**config.mk**
```make
export PLATFORM = sky130hd
export DESIGN_NAME = pc_sequencer
export DESIGN_NICKNAME = d
export VERILOG_FILES = /design/src/rtl/pc_defs_pkg.sv /design/src/rtl/ras_stack.sv /design/src/rtl/pc_sequencer.sv
export SDC_FILE = /design/constraint.sdc
export NUM_CORES = 1
export LEC_CHECK = 0
export ABC_AREA = 1
export CAP_MARGIN = 20
export CORE_MARGIN = 2
export CORE_UTILIZATION = 57
export CTS_CLUSTER_DIAMETER = 100
export DETAILED_ROUTE_END_ITERATION = 10
export PLACE_DENSITY = 0.9
export SYNTH_ARGS = -nofsm -noshare
export SYNTH_HDL_FRONTEND = slang
export SYNTH_SLANG_ARGS = --single-unit
```
**constraint.sdc**
```tcl
create_clock -name Clock -period 2.8 [get_ports Clock]
set_clock_uncertainty 0.1 [all_clocks]
set_input_delay 0.56 -clock Clock [delete_from_list [all_inputs] [get_ports Clock]]
set_output_delay 0.56 -clock Clock [all_outputs]
set_load 0.01 [all_outputs]
```
**src/rtl/pc_defs_pkg.sv**
```systemverilog
`default_nettype none
// ============================================================================
//  Module      : pc_defs_pkg
//  Description : Shared next-PC mode encodings. Both the PC sequencer and the
//                control-unit decoder use these so the two sides cannot drift.
//                Codes 5..7 are reserved and behave as HOLD.
//  Revision    : 1.0  initial release
// ============================================================================
package pc_defs_pkg;

    localparam int PC_SRC_W = 3;

    typedef enum logic [PC_SRC_W-1:0] {
        PC_SEQ    = 3'd0,
        PC_BRANCH = 3'd1,
        PC_JUMP   = 3'd2,
        PC_CALL   = 3'd3,
        PC_RET    = 3'd4
    } pc_src_e;

    // True for the five defined modes; anything else is a HOLD.
    function automatic logic pc_src_is_active(input logic [PC_SRC_W-1:0] src);
        return (src <= PC_RET);
    endfunction

endpackage : pc_defs_pkg
`default_nettype wire

```
**src/rtl/ras_stack.sv**
```systemverilog
`default_nettype none
// ============================================================================
//  Module      : ras_stack
//  Description : Circular return-address stack (LIFO).
//                A push while full overwrites the oldest entry and keeps the
//                count saturated. A pop while empty leaves the state untouched.
//                overflow/underflow are same-cycle indications of misuse.
//  Ports       : clk, rst            clock, synchronous active-high reset
//                push, push_data     write an entry
//                pop                 discard the top entry
//                top_data            current top entry (valid when !empty)
//                full, empty         derived from the registered count
//                overflow, underflow push-while-full / pop-while-empty
//  Revision    : 1.0  initial release
// ============================================================================
module ras_stack #(
    parameter int WIDTH     = 8,
    parameter int RAS_DEPTH = 4
) (
    input  logic             clk,
    input  logic             rst,
    input  logic             push,
    input  logic             pop,
    input  logic [WIDTH-1:0] push_data,
    output logic [WIDTH-1:0] top_data,
    output logic             full,
    output logic             empty,
    output logic             overflow,
    output logic             underflow
);

    localparam int PTR_W = $clog2(RAS_DEPTH);
    localparam logic [PTR_W:0] DEPTH_CNT = (PTR_W+1)'(RAS_DEPTH);

    logic [WIDTH-1:0] mem [RAS_DEPTH];
    // wr_ptr is the next free slot; since depth is a power of two the pointer
    // wraps naturally. When full it also addresses the oldest entry, which is
    // exactly the slot an overflowing push must replace.
    logic [PTR_W-1:0] wr_ptr;
    logic [PTR_W:0]   count;

    assign full      = (count == DEPTH_CNT);
    assign empty     = (count == '0);
    assign top_data  = mem[wr_ptr - PTR_W'(1)];
    assign overflow  = push & full;
    assign underflow = pop & empty;

    always_ff @(posedge clk) begin
        if (rst) begin
            wr_ptr <= '0;
            count  <= '0;
        end else if (push) begin
            wr_ptr <= wr_ptr + PTR_W'(1);
            if (!full) begin
                count <= count + (PTR_W+1)'(1);
            end
        end else if (pop && !empty) begin
            wr_ptr <= wr_ptr - PTR_W'(1);
            count  <= count - (PTR_W+1)'(1);
        end
    end

    // Storage carries no reset; only the pointer and count define validity.
    always_ff @(posedge clk) begin
        if (push && !rst) begin
            mem[wr_ptr] <= push_data;
        end
    end

endmodule : ras_stack
`default_nettype wire

```
**src/rtl/pc_sequencer.sv**
```systemverilog
`default_nettype none
// ============================================================================
//  Module      : pc_sequencer
//  Description : Program-counter sequencer: next-PC mux, PC register and a
//                sticky return-stack misuse flag. Return addresses live in
//                ras_stack. One-cycle latency, all outputs registered-state.
//  Ports       : Clock, Reset        clock, synchronous active-high reset
//                PCWrite             update enable (0 = stall everything)
//                PCSrc               next-PC mode (pc_defs_pkg encodings)
//                PCTarget            absolute target or signed branch offset
//                PCOut               current PC
//                RASFull, RASEmpty   stack status
//                RASError            sticky overflow/underflow flag
//  Revision    : 1.0  initial release
// ============================================================================
module pc_sequencer
    import pc_defs_pkg::*;
#(
    parameter int WIDTH        = 8,
    parameter int STEP         = 1,
    parameter int RESET_VECTOR = 0,
    parameter int RAS_DEPTH    = 4
) (
    input  logic                Clock,
    input  logic                Reset,
    input  logic                PCWrite,
    input  logic [PC_SRC_W-1:0] PCSrc,
    input  logic [WIDTH-1:0]    PCTarget,
    output logic [WIDTH-1:0]    PCOut,
    output logic                RASFull,
    output logic                RASEmpty,
    output logic                RASError
);

    localparam logic [WIDTH-1:0] RV   = WIDTH'(RESET_VECTOR);
    localparam logic [WIDTH-1:0] INCR = WIDTH'(STEP);

    logic [WIDTH-1:0] pc;
    logic [WIDTH-1:0] next_pc;
    logic [WIDTH-1:0] seq_addr;
    logic [WIDTH-1:0] top_data;
    logic             push;
    logic             pop;
    logic             stk_full;
    logic             stk_empty;
    logic             overflow;
    logic             underflow;
    logic             error;

    assign seq_addr = pc + INCR;

    // Branch offsets are two's complement, so a plain modulo-2^WIDTH add
    // gives the signed result without explicit sign extension.
    always_comb begin
        next_pc = pc;
        push    = 1'b0;
        pop     = 1'b0;
        case (PCSrc)
            PC_SEQ:    next_pc = seq_addr;
            PC_BRANCH: next_pc = pc + PCTarget;
            PC_JUMP:   next_pc = PCTarget;
            PC_CALL: begin
                next_pc = PCTarget;
                push    = PCWrite;
            end
            PC_RET: begin
                next_pc = stk_empty ? RV : top_data;
                pop     = PCWrite;
            end
            default:   next_pc = pc;
        endcase
    end

    always_ff @(posedge Clock) begin
        if (Reset) begin
            pc    <= RV;
            error <= 1'b0;
        end else if (PCWrite) begin
            pc <= next_pc;
            if (overflow || underflow) begin
                error <= 1'b1;
            end
        end
    end

    ras_stack #(
        .WIDTH     (WIDTH),
        .RAS_DEPTH (RAS_DEPTH)
    ) u_ras (
        .clk       (Clock),
        .rst       (Reset),
        .push      (push),
        .pop       (pop),
        .push_data (seq_addr),
        .top_data  (top_data),
        .full      (stk_full),
        .empty     (stk_empty),
        .overflow  (overflow),
        .underflow (underflow)
    );

    assign PCOut    = pc;
    assign RASFull  = stk_full;
    assign RASEmpty = stk_empty;
    assign RASError = error;

endmodule : pc_sequencer
`default_nettype wire

```
==> reports/qor.csv, run 1 <==
stage;metric;value;unit
outcome;outcome;completed;
critical_path;Worst Path Required;2140;ps
placement;Worst Setup Slack post-DPL;209;ps
logic_synthesis;top cell type's share of synthesized area;36.6;%
clock_network;Clock transition at path regs;80;ps
logic_synthesis;most numerous cell in the Yosys netlist;nand2_1;
grt;GRT Residual Overflow;0;
critical_path;slowest CP cell;clkdlybuf4s50_1;
placement;DP Area;2960;um2
pwr;Lkg Pwr;1.24;nW
pwr;Max VDD drop;0.317;mV
sta;final slew viol count;0;
sta;post-route setup slack;482;ps
critical_path;Startpoint Class;flip-flop;
sta;period utilisation layout;82.8;%
routing;WL final;5470;um
logic_synthesis;Seq/Total Area, Yosys;47.3;%
logic_synthesis;library cells used by synthesis;35;
clock_network;CTS Buf Count;5;
routing;Vias/cell;5.49;
job;max_cap viols;0;
routing;first-pass iteration count of the detailed router;4;
die;Die Y;71.8;um
die;Starting Density;59.8;%
layout;area delta synth->final;16.2;%
pwr;sequential share of power;54.3;%
logic_synthesis;Yosys reg bits;46;
die;die footprint;5160;um2
sta;Max-slew headroom;62.8;%
logic_synthesis;Post-synth EDFFs;32;
sta;maximum clock rate;431;MHz
sta;minimum hold slack;412;ps
critical_path;CP Max Fanout;5;
critical_path;critical path cell sequence;nor3_2 -> clkdlybuf4s50_1;
pwr;design internal power;1.02;mW
logic_synthesis;Synth top cells by count;nand2_1 (72), nor2_1 (42), edfxtp_1 (32);
logic_synthesis;post-synth net total;338;
layout;Nets;371;
critical_path;crit end category;primary output;
clock_network;clk buf depth;2;
clock_network;post-CTS setup repair buffer count;0;
placement;dpl hpwl;3910;um
sta;final hold vios;0;
die;area of the core;4380;um2
routing;residual DRC count;0;
clock_network;CTS resizes;0;
clock_network;CTS root buf;clkbuf_8;
logic_synthesis;yosys warns;0;
critical_path;Worst Path Arrival;1660;ps
pwr;Tot Pwr;1.40;mW
routing;First DRT Iteration DRCs;156;
clock_network;TritonCTS clock tree;done;
sta;accumulated negative setup slack;0;ps
die;Core Rows;24;
die;I/O pin cnt;25;
logic_synthesis;syn avg cell area;8.46;um2
grt;largest net degree at the start of global routing;21;
pwr;net load switching power;381;uW
logic_synthesis;Post-Syn Instances;310;
logic_synthesis;cell taking the most area after synthesis;edfxtp_1;
routing;Detail Route Antenna Nets;0;
pwr;Sw Ratio;27.2;%
routing;DR WL/cell;13.8;um
logic_synthesis;Synth Cell Area;2620;um2
logic_synthesis;asr flop ratio synth;0;%
critical_path;Critical Path Start;u_ras.count[0]$_SDFFE_PP0P_;
grt;vias in the first global route;2132;
pwr;PwrDens;460;nW/um2
grt;all-layer global routing usage;23.8;%
layout;post-layout util;69.5;%
layout;diodes inserted;0;
sta;RSZ-0062 raised after global routing;no;
critical_path;worst r2r src;u_ras.wr_ptr[0]$_SDFFE_PP0P_;
critical_path;critical path's largest stage delay;620;ps
placement;DP Cell Count;388;
sta;Tmin final;2320;ps
layout;Layout Cells excl Fill;396;
logic_synthesis;Primary FF master, synth;edfxtp_1;
die;Die Wd;71.8;um
grt;global-route wire length before repair;9400;um
min_path;hold path start;RASError$_SDFFE_PP0P_;
logic_synthesis;Synth area leaders;edfxtp_1 (37%), dfxtp_1 (11%), nand2_1 (10%);
grt;initial antenna violation count;0;
clock_network;H-tree depth;2;
sta;worst-margin pin slew;554;ps
layout;share of layout cells above drive strength 1;11.6;%
placement;gpl congestion;0.780;
pwr;clock share of power;28.1;%
clock_network;Clock Latency Late Sink;300;ps
sta;setup violators final;0;
layout;Fill cells;324;
pwr;Logic pwr share;17.6;%
routing;Vias;2176;
min_path;Hold Path Class;reg2reg;
clock_network;CTS Hold Bufs;0;
layout;final instance area;3050;um2
placement;port buffer count;24;
clock_network;clk sinks;46;
critical_path;crit path kind;reg2out;
## power groups by stage
stage,registers (mW),logic [mW],clock network (mW)
floorplan,0.774,0.155,0
global placement,0.774,0.233,0
detailed placement,0.775,0.242,0
CTS,0.759,0.245,0.394
global route,0.763,0.277,0.412
finish,0.760,0.247,0.394
## flip-flops by register name, summed over array words and instances, names as in the netlist
name          flops
RASError          1
u_ras.wr_ptr      2
u_ras.mem        32
PCOut             8
u_ras.count       3
## path summary, 6_finish.rpt
check                          endpoint  slack [ps]  cells past startpoint
setup / recovery               RASEmpty         480                      2
hold / removal    RASError$_SDFFE_PP0P_         410                      2
setup reg to reg  PCOut[1]$_SDFFE_PP0P_         570                     10
hold reg to reg   RASError$_SDFFE_PP0P_         410                      2
## worst max-delay path: cells and delay by family, from the launching register on
kind / cells / cell delay, ps
buf+inv: 1 / 620
flops: 1 / 370
simple gates: 1 / 370
## cell usage in the layout (no fill, tap or decap), drive strengths merged
cell           count
nand2             78
nor2              45
inv               36
edfxtp            32
clkdlybuf4s50     24
o21ai             21
nand3             19
a21oi             18
dfxtp             14
ha                12
buf                7
clkbuf             5
xor2               4
nor3               4
xnor2              3
nand4              3
or2                3
clkinv             3
o22ai              2
o211ai             2
fa                 2
a21boi             1
and2               1
a31oi              1
a211oi             1
a22oi              1
nand3b             1
clkinvlp           1
## cell families after synthesis
kind of cell             share of synthesized area [%]
AO/OA/AOI/OAI                                     10.2
XOR/XNOR                                          2.34
adder cells (fa/ha/maj)                           7.25
buffers and inverters                             6.35
flip-flops                                        47.3
AND/OR/NAND/NOR                                   26.6
## layout make-up
class | instances | area, um2 | area share (%)
clock inverters | 3 | 21.3 | 0.698
well taps | 52 | 65.1 | 2.13
clock buffers | 5 | 68.8 | 2.26
repair buffers | 31 | 293 | 9.61
multi-input cells | 222 | 1210 | 39.9
flip-flops and latches | 46 | 1240 | 40.7
inverters | 37 | 144 | 4.72
## metal layers
metal / track usage, % / part of all wire, % / up-vias
li1: - / - / 1093
met1: 29.9 / 41 / 1005
met2: 39.3 / 51 / 64
met3: 3.94 / 6.0 / 14
met4: 12.8 / 2.1 / 0
met5: 0 / 0 / -
Note: power is estimated with default switching activity, not from simulation.
==> run 2, diff against run 1 <==
--- a/config.mk
+++ b/config.mk
@@ -8,10 +8,10 @@
 export ABC_AREA = 1
 export CAP_MARGIN = 20
 export CORE_MARGIN = 2
-export CORE_UTILIZATION = 57
+export CORE_UTILIZATION = 51
 export CTS_CLUSTER_DIAMETER = 100
 export DETAILED_ROUTE_END_ITERATION = 10
-export PLACE_DENSITY = 0.9
+export PLACE_DENSITY = 0.86
 export SYNTH_ARGS = -nofsm -noshare
 export SYNTH_HDL_FRONTEND = slang
 export SYNTH_SLANG_ARGS = --single-unit
==> constraint.sdc (replaced) <==
create_clock -name Clock -period 2 [get_ports Clock]
set_clock_uncertainty 0.1 [all_clocks]
set_input_delay 0.4 -clock Clock [delete_from_list [all_inputs] [get_ports Clock]]
set_output_delay 0.4 -clock Clock [all_outputs]
set_load 0.01 [all_outputs]
==> run 2 against run 1 <==
  * Final cell count grew 12%
  * Cell area up 10%
  * Hold slack gained 20 ps
  * First-iteration DRC count shrank 31%
  * Via count grew 5.3%
  * Utilization fell by 3.0 points
  * Setup slack got worse by 410 ps
  * Count of clock-buffer cells in the layout did not move
  * Critical path type is now in2reg
==> reports/qor.csv, run 2 (synthesis gave the netlist of run 1 again) <==
stage;metric;value;unit;change
clock_network;CTS root buf;clkbuf_8;;unchanged
clock_network;Clock transition at path regs;90;ps;was 80 ps
pwr;Lkg Pwr;1.42;nW;was 1.24 nW
routing;Vias;2292;;was 2176
routing;first-pass iteration count of the detailed router;5;;was 4
die;Die Y;75.7;um;was 71.8 um
sta;accumulated negative setup slack;0;ps;unchanged
outcome;outcome;completed;;unchanged
layout;final instance area;3350;um2;was 3050 um2
routing;WL final;5990;um;was 5470 um
clock_network;H-tree depth;2;;unchanged
die;area of the core;5040;um2;was 4380 um2
routing;residual DRC count;0;;unchanged
critical_path;Worst Path Arrival;2020;ps;was 1660 ps
critical_path;Worst Path Required;2080;ps;was 2140 ps
placement;port buffer count;24;;unchanged
layout;Nets;401;;was 371
routing;Vias/cell;5.16;;was 5.49
critical_path;crit path kind;in2reg;;was reg2out
sta;worst-margin pin slew;418;ps;was 554 ps
sta;Tmin final;1930;ps;
routing;First DRT Iteration DRCs;108;;was 156
clock_network;clk sinks;46;;unchanged
grt;GRT Residual Overflow;0;;unchanged
layout;diodes inserted;0;;unchanged
critical_path;worst r2r src;PCOut[1]$_SDFFE_PP0P_;;was u_ras.wr_ptr[0]$_SDFFE_PP0P_
layout;Reg with most FFs;u_ras.mem;;unchanged
placement;DP Area;3200;um2;was 2960 um2
critical_path;Critical Path Start;PCTarget[3];;was u_ras.count[0]$_SDFFE_PP0P_
job;max_cap viols;0;;unchanged
sta;period utilisation layout;96.5;%;
routing;Top Metal Used;met4;;unchanged
sta;maximum clock rate;518;MHz;
die;die footprint;5730;um2;was 5160 um2
pwr;PwrDens;643;nW/um2;was 460 nW/um2
placement;DP Cell Count;435;;was 388
layout;Layout Cells excl Fill;444;;was 396
grt;initial antenna violation count;0;;unchanged
sta;setup violators final;0;;unchanged
min_path;Hold Path Class;reg2reg;;unchanged
pwr;Tot Pwr;2.16;mW;was 1.40 mW
critical_path;Startpoint Class;primary input;;was flip-flop
clock_network;clk buf depth;2;;unchanged
die;Die Wd;75.7;um;was 71.8 um
critical_path;crit end category;flip-flop;;was primary output
routing;Detail Route Antenna Nets;0;;unchanged
sta;Max-slew headroom;72.1;%;was 62.8%
die;Core Rows;26;;was 24
clock_network;CTS Buf Count;5;;unchanged
routing;WL met2;3020;um;was 2790 um
routing;DR WL/cell;13.5;um;was 13.8 um
critical_path;reg2reg path depth;9;;was 10
placement;gpl congestion;0.865;;was 0.780
grt;global-route wire length before repair;9670;um;was 9400 um
critical_path;Reg2Reg Capture Point;PCOut[5]$_SDFFE_PP0P_;;was PCOut[1]$_SDFFE_PP0P_
die;I/O pin cnt;25;;unchanged
clock_network;Clock Latency Late Sink;300;ps;about the same
sta;minimum hold slack;432;ps;was 412 ps
critical_path;crit path to;PCOut[4]$_SDFFE_PP0P_;;was RASEmpty
layout;commonest non-fill, non-tap cell in the layout;nand2_1;;unchanged
clock_network;CTS Hold Bufs;0;;unchanged
min_path;WHS Path Cells;2;;unchanged
layout;area delta synth->final;27.9;%;was 16.2%
layout;most frequent cells in the layout;nand2_1 (70), nor2_1 (42), buf_4 (37), edfxtp_1 (32), inv_1 (29);;was nand2_1 (72), nor2_1 (42), edfxtp_1 (32), inv_1 (29), clkdlybuf4s50_1 (24)
sta;final hold vios;0;;unchanged
grt;all-layer global routing usage;23.1;%;was 23.8%
die;Starting Density;52.0;%;was 59.8%
routing;met1 WL;2520;um;was 2240 um
pwr;Max VDD drop;0.322;mV;was 0.317 mV
grt;largest net degree at the start of global routing;20;;was 21
sta;final slew viol count;0;;unchanged
critical_path;CP Max Fanout;2;;was 5
clock_network;TritonCTS clock tree;done;;unchanged
critical_path;reg2reg setup slack;180;ps;was 570 ps
placement;dpl hpwl;4350;um;was 3910 um
layout;share of layout cells above drive strength 1;20.9;%;was 11.6%
layout;max reg flops;32;;unchanged
grt;vias in the first global route;2105;;was 2132
routing;met3 routed WL;317;um;was 328 um
## run 2: cell count changes in the layout (fill, tap and decap cells not counted), moves of 2 or more
cell and change:
dlymetal6s2s_1 +3, ha_2 +2, buf_4 +30, clkdlybuf4s50_1 -4
ha_1 -2, nand2_1 -2, nand2_2 +2
## run 2: report_power, final
part	internal [mW]	switching, mW
logic	0.191	0.219
clock network	0.371	0.314
registers	1.04	0.0234
## run 2: per-stage QoR
stage | util (%) | setup WS [ps]
detailed placement | 63.4 | -398
finish | 66.5 | 69.7
global placement | 63.4 | -348
CTS | 65.9 | 18.8
global route | 66.5 | -23.3
floorplan | - | 95.5
## run 2: area by class of cell
cell class                 instances  area [um2]
fill                             350        1690
multi-input combinational        222        1240
sequential                        46        1240
timing repair buffer              61         524
inverter                          37         144
tap                               70        87.6
clock buffer                       5        68.8
clock inverter                     3        45.0
## run 2: what timing repair did
action                     4_1_cts  5_1_grt
gates resized for setup          4        8
setup endpoints to repair        2        7
pin swaps                        1        1
buffers inserted                 0        1
## run 2: worst min path at each step
stage / startpoint / end
after floorplan: u_ras.count[2]$_SDFFE_PP0P_ / u_ras.count[2]$_SDFFE_PP0P_
after global placement: RASError$_SDFFE_PP0P_ / RASError$_SDFFE_PP0P_
after detailed placement: u_ras.count[2]$_SDFFE_PP0P_ / u_ras.count[2]$_SDFFE_PP0P_
after CTS: u_ras.count[2]$_SDFFE_PP0P_ / u_ras.count[2]$_SDFFE_PP0P_
after global routing: RASError$_SDFFE_PP0P_ / RASError$_SDFFE_PP0P_
final: RASError$_SDFFE_PP0P_ / RASError$_SDFFE_PP0P_
## run 2: worst max-delay path, cell delays in order
cell	delay, ps
clkdlybuf4s50_1	420
ha_1	310
or2_2	300
and2_1	170
or2_2	270
nand3_1	70
a31oi_1	70
## run 2: metal layers
| metal | GRT usage [%] | vias up |
|---|---|---|
| met5 | 0 | - |
| met1 | 28.8 | 1034 |
| met4 | 8.77 | 0 |
| li1 | - | 1149 |
| met2 | 39.6 | 93 |
| met3 | 4.76 | 16 |
